File: src/rtl/timer_sched.sv
// ---------------------------------------------------------------------------
// timer_sched -- four-channel shared up-counter timer with round-robin
// scheduling.
//
// Each channel latches a one-cycle request into 'pending'. While enabled, the
// scheduler picks one pending channel by round-robin and hands it the timer.
// The counter is loaded with that channel's start value. It then counts up on
// prescaled ticks until it wraps from all-ones to zero. At that point the
// owner receives a one-cycle 'done' pulse.
//
// Handshake: req/abort are single-cycle strobes sampled on the rising clock
// edge; there is no back-pressure. A request is remembered in 'pending' until
// its channel is served (done) or cancelled (abort). 'done' is a one-cycle
// strobe and is never retried.
//
// Ports:
//   clk            in   single clock, all state on rising edge
//   rst            in   asynchronous active-high reset
//   en             in   scheduler enable; low forces IDLE and suppresses done
//   prescaler_conf in   [2:0]  tick every 2^k clk cycles while running
//   req            in   [3:0]  per-channel request strobe
//   abort          in   [3:0]  per-channel cancel strobe
//   load_flat      in   [4*CNT_W-1:0] per-channel start value, channel i at
//                       bits [CNT_W*i +: CNT_W]
//   grant          out  [3:0]  one-hot timer owner, 0 when no owner
//   done           out  [3:0]  one-cycle rollover strobe to the owner
//   busy           out  high whenever the FSM is not IDLE
//   pending        out  [3:0]  outstanding requests
//   cur_count      out  [CNT_W-1:0] counter value
// ---------------------------------------------------------------------------
module timer_sched #(
  parameter int CNT_W = 16
) (
  input  logic               clk,
  input  logic               rst,
  input  logic               en,
  input  logic [2:0]         prescaler_conf,
  input  logic [3:0]         req,
  input  logic [3:0]         abort,
  input  logic [4*CNT_W-1:0] load_flat,
  output logic [3:0]         grant,
  output logic [3:0]         done,
  output logic               busy,
  output logic [3:0]         pending,
  output logic [CNT_W-1:0]   cur_count
);

  typedef enum logic [1:0] {
    S_IDLE = 2'd0,
    S_LOAD = 2'd1,
    S_RUN  = 2'd2,
    S_DONE = 2'd3
  } state_t;

  state_t           state_q, state_d;
  logic [3:0]       grant_q, grant_d;
  logic [1:0]       last_q, last_d;
  logic [CNT_W-1:0] count_q, count_d;
  logic [6:0]       presc_q, presc_d;
  logic [3:0]       pending_q, pending_d;

  // Per-channel view of the flat load bus.
  logic [CNT_W-1:0] load_arr [4];
  for (genvar g = 0; g < 4; g++) begin : g_load
    assign load_arr[g] = load_flat[CNT_W*g +: CNT_W];
  end

  // Index of the current owner (grant is one-hot or zero).
  logic [1:0] gidx;
  always_comb begin
    gidx = 2'd0;
    unique case (grant_q)
      4'b0010: gidx = 2'd1;
      4'b0100: gidx = 2'd2;
      4'b1000: gidx = 2'd3;
      default: gidx = 2'd0;
    endcase
  end

  // A channel being cancelled in the same cycle is not eligible.
  logic [3:0] cand;
  assign cand = pending_q & ~abort;

  // Round-robin search starting at (last+1) mod 4. The fourth probe wraps
  // back to 'last' itself, so a lone requester is always found.
  logic       pick_found;
  logic [3:0] pick_oh;
  logic [1:0] probe;
  always_comb begin
    pick_found = 1'b0;
    pick_oh    = 4'b0000;
    probe      = 2'd0;
    for (int i = 1; i <= 4; i++) begin
      probe = last_q + 2'(i);
      if (!pick_found && cand[probe]) begin
        pick_found     = 1'b1;
        pick_oh[probe] = 1'b1;
      end
    end
  end

  // Tick when the low k prescaler bits are all ones; k=0 gives an empty
  // mask and therefore a tick every cycle.
  logic [7:0] mask_w;
  logic [6:0] mask;
  logic       tick;
  assign mask_w = (8'd1 << prescaler_conf) - 8'd1;
  assign mask   = mask_w[6:0];
  assign tick   = ((presc_q & mask) == mask);

  logic abort_own;
  assign abort_own = |(abort & grant_q);

  // Outputs.
  assign done      = (state_q == S_DONE && en) ? grant_q : 4'b0000;
  assign grant     = grant_q;
  assign busy      = (state_q != S_IDLE);
  assign pending   = pending_q;
  assign cur_count = count_q;

  // Pending bookkeeping: a new request beats a same-cycle clear.
  assign pending_d = (pending_q & ~(abort | done)) | req;

  // Next-state / datapath logic.
  always_comb begin
    state_d = state_q;
    grant_d = grant_q;
    last_d  = last_q;
    count_d = count_q;
    presc_d = presc_q;
    unique case (state_q)
      S_IDLE: begin
        grant_d = 4'b0000;
        if (en && pick_found) begin
          grant_d = pick_oh;
          state_d = S_LOAD;
        end
      end
      S_LOAD: begin
        if (!en) begin
          state_d = S_IDLE;
          grant_d = 4'b0000;
        end else if (abort_own) begin
          state_d = S_IDLE;
          grant_d = 4'b0000;
          last_d  = gidx;
        end else begin
          count_d = load_arr[gidx];
          presc_d = 7'd0;
          state_d = S_RUN;
        end
      end
      S_RUN: begin
        if (!en) begin
          state_d = S_IDLE;
          grant_d = 4'b0000;
        end else if (abort_own) begin
          state_d = S_IDLE;
          grant_d = 4'b0000;
          last_d  = gidx;
        end else begin
          presc_d = presc_q + 7'd1;
          if (tick) begin
            count_d = count_q + 1'b1;
            if (&count_q) state_d = S_DONE;
          end
        end
      end
      S_DONE: begin
        // done is only emitted while enabled; last follows the pulse.
        state_d = S_IDLE;
        grant_d = 4'b0000;
        if (en) last_d = gidx;
      end
      default: begin
        state_d = S_IDLE;
        grant_d = 4'b0000;
      end
    endcase
  end

  always_ff @(posedge clk or posedge rst) begin
    if (rst) begin
      state_q   <= S_IDLE;
      grant_q   <= 4'b0000;
      last_q    <= 2'd3;
      count_q   <= '0;
      presc_q   <= 7'd0;
      pending_q <= 4'b0000;
    end else begin
      state_q   <= state_d;
      grant_q   <= grant_d;
      last_q    <= last_d;
      count_q   <= count_d;
      presc_q   <= presc_d;
      pending_q <= pending_d;
    end
  end

endmodule
File: config.mk
export PLATFORM = sky130hd
export DESIGN_NAME = timer_sched
export DESIGN_NICKNAME = d
export VERILOG_FILES = /design/src/rtl/timer_sched.sv
export SDC_FILE = /design/constraint.sdc
export NUM_CORES = 1
export LEC_CHECK = 0
export CORE_ASPECT_RATIO = 0.5
export CORE_MARGIN = 8
export CORE_UTILIZATION = 40
export DETAILED_ROUTE_END_ITERATION = 7
export PLACE_DENSITY = 0.71
export SYNTH_ARGS = -nofsm -noshare
export SYNTH_HDL_FRONTEND = slang
export SYNTH_SLANG_ARGS = --single-unit
File: constraint.sdc
create_clock -name clk -period 2.36 [get_ports clk]
set_input_delay 0.236 -clock clk [delete_from_list [all_inputs] [get_ports clk]]
set_output_delay 0.236 -clock clk [all_outputs]
set_load 0.05 [all_outputs]
==> impl_metrics.csv <==
group,metric,value,unit
status,status,"finished clean",
yosys,synth_fa_ha_area_share,5.629,%
clocking,hold_buffers,0,
detailed_routing,drc,0,
worst_setup_path,start_kind,"flip-flop",
yosys,synth_cell_types,68,
pwr,pwr-share-clk,14.4,%
sta,fin_tns_setup,0,ns
yosys,synth_common_cells,"dfrtp_1, nand2_1, and3_1, nand3_1, a21oi_1",
yosys,synth_flop_cell,"dfrtp_1",
worst_setup_path,critPathMaxFanout,12,
clocking,clk_pin_slew_worst_paths,0.06,ns
sta,final-hold-violation-count,0,
final_layout,drive_above_1_share,11.28,%
final_layout,fill_cells,720,
worst_setup_path,worst_ep_arrival_time,2.38,ns
die,core_area,8058,µm²
final_layout,regArea,878.3,µm²
yosys,synth_top_family_by_area,"compound AO/OA/AOI/OAI gates",
yosys,yosysTopAreaCellShare,24.77,%
yosys,ys_seq_area_share,26.34,%
pwr,switching_share,49.89,%
sta,timing.final.crit_share,93.48,%
sta,relSlewSlack,63.73,%
detailed_routing,drt-vias-per-instance,5.861,
worst_setup_path,r2r_cells,7,
clocking,cts_buffer_depth,2,
worst_setup_path,worstSetupEndpointType,"flip-flop",
final_layout,layout.nets,606,
sta,setup_violations,0,
yosys,synthSimpleGateAreaFrac,26.00,%
pwr,p_per_area,995.9,nW/µm²
pwr,p_leak,0.001912,µW
final_layout,antenna-diode-count,0,
die,fp.dieW,145.1,µm
yosys,synthArstFlopShare,100.0,%
sta,worst_pin_slew,0.5424,ns
yosys,syn_avg_cell_area,8.357,µm²
yosys,synth_edf_count,0,
sta,fmax,453.3,MHz
die,pin_count,107,
yosys,synth.area.mux_share,5.854,%
yosys,synth_area_leaders,"dfrtp_1, ha_1, and3_1",
yosys,synth_seq_cells,35,
clocking,htreeDepth,2,
sta,maxSlewViolCount,0,
final_layout,syn_to_final_growth,43.71,%
die,die-area,11690,µm²
detailed_routing,first_pass_iters,4,
clocking,clk_root_buffer_cell,"clkbuf_16",
grt,grt_start_max_net_pins,36,
yosys,synth_compound_area_share,29.08,%
yosys,syn_area,3334,µm²
die,start_util,41.38,%
pwr,p_int,2392,µW
clocking,cts_setup_buffers,0,
clocking,cts_tree,"done",
placed_design,io_buffer_count,106,
clocking,cts-resized-gates,0,
worst_hold_path,hp-class,"input pin to async pin",
clocking,cts_made_buffers,5,
pwr,power_frac_seq,22.6,%
grt,antenna_found_initial,0,
sta,skew,0.005474,ns
detailed_routing,route.vias.total,3669,
detailed_routing,drtIter0Drc,355,
worst_setup_path,cp-startpoint,"grant[1]$_DFFE_PP0P_",
grt,grt_pass1_wl,18910,µm
grt,track_usage,19.92,%
run,drv_cap,0,
detailed_routing,wl,11520,µm
die,die_h,80.56,µm
sta,fin_crit,2.206,ns
die,fp-row-count,23,
yosys,ys_warn_count,0,
clocking,clock_sinks,35,
placed_design,dp_hpwl,8923,µm
worst_setup_path,critPathKind,"flip-flop to flip-flop",
pwr,power_switching,2381,µW
yosys,yosys.area.top_type,"dfrtp_1",
sta,rsz0062_at_grt,"no",
pwr,ir_worst_vdd,608.7,µV
detailed_routing,final_antenna_net_count,0,
pwr,p_comb_share,63.0,%
yosys,synthXorXnorAreaFrac,1.839,%
worst_setup_path,required,2.53,ns
placed_design,place_congestion,0.8683,
pwr,total_power,4773,µW
clocking,insertion_delay,0.29,ns
grt,grt_pass1_vias,3575,
detailed_routing,detail_route.wl_per_cell,18.40,µm
final_layout,multi_input_area,2281,µm²
yosys,netlist_instances,399,
yosys,synth.most_common_cell,"dfrtp_1",
yosys,syn-num-nets,492,
grt,grt-ovfl-total,0,
worst_setup_path,r2r_start,"grant[1]$_DFFE_PP0P_",
-- metal layers --
layer	track usage [%]	part of all wire (%)	vias to the layer above
li1	-	-	1790
met1	25.20	45	1759
met2	34.77	49	108
met3	3.980	4.9	12
met4	4.737	0.95	0
met5	0	0	-
-- critical path, cell delays in order, from the launching register on --
cell      delay [ns]
dfrtp_1         0.46
buf_4           0.21
nor2_1          0.25
nand2_1         0.35
buf_4           0.27
a211oi_1        0.33
o31a_1          0.17
nand3_1         0.06
-- layout make-up --
type,count,area share [%]
Clock buffer,5,2.611
Clock inverter,3,0.4178
Inverter,11,0.8616
Multi-Input combinational cell,325,47.60
Sequential cell,35,18.33
Tap cell,112,2.924
Timing Repair Buffer,135,27.26
-- power groups by stage --
stage               registers (µW)  clock network (µW)  logic (µW)
CTS                           1070                 691        3010
global route                  1120                 723        3240
global placement              1080                   0        2980
floorplan                     1510                   0        1500
finish                        1080                 687        3010
detailed placement            1080                   0        3000
-- flip-flops by register name (all words and copies together) (netlist names) --
register	cells
presc_q	7
cur_count	16
state_q	2
pending	4
grant	4
last_q	2
-- per-stage QoR --
stage                     cells  setup slack (ns)  hold slack (ns)  instance area (µm²)  utilization (%)
after CTS                   626            0.1940           0.3744                 4792            59.47
final                       626            0.1539           0.3607                 4792            59.47
after detailed placement    618            0.1171           0.4710                 4647            57.67
after global placement      618            0.1512           0.4682                 4647            57.67
after floorplan             399            0.1343           0.3498                 3334                -
after global routing        626           0.01746           0.4004                 4792            59.47
-- cells by family after synthesis --
family,Yosys count
xor+xnor,4
simple gates,162
flops,35
compound gates,132
mux,12
buf+inv,39
fa+ha+maj,15
-- cell usage in the layout, fill, tap and decap left out, types with 11 or more instances in the layout --
cell type and instances:
ha_1 15, nand2_1 32, clkdlybuf4s50_1 102, nor2_1 16, a31oi_1 14, o21ai_0 11
a21oi_1 19, dfrtp_1 33, nand3_1 27, inv_1 11, buf_4 30, and3_1 27
a211oi_1 16, nor3_1 13
-- final timing paths --
check | endpoint | slack (ns)
worst max-delay path | cur_count[3]$_DFFE_PP0P_ | 0.15
worst min-delay path | state_q[1]$_DFFE_PP0P_ | 0.36
worst max register to register | cur_count[3]$_DFFE_PP0P_ | 0.15
worst min register to register | presc_q[6]$_DFFE_PP0P_ | 0.48
max in group asynchronous | last_q[1]$_DFFE_PP1P_ | 1.64
min in group clk | presc_q[6]$_DFFE_PP0P_ | 0.48
(Power assumes the default switching activity.)
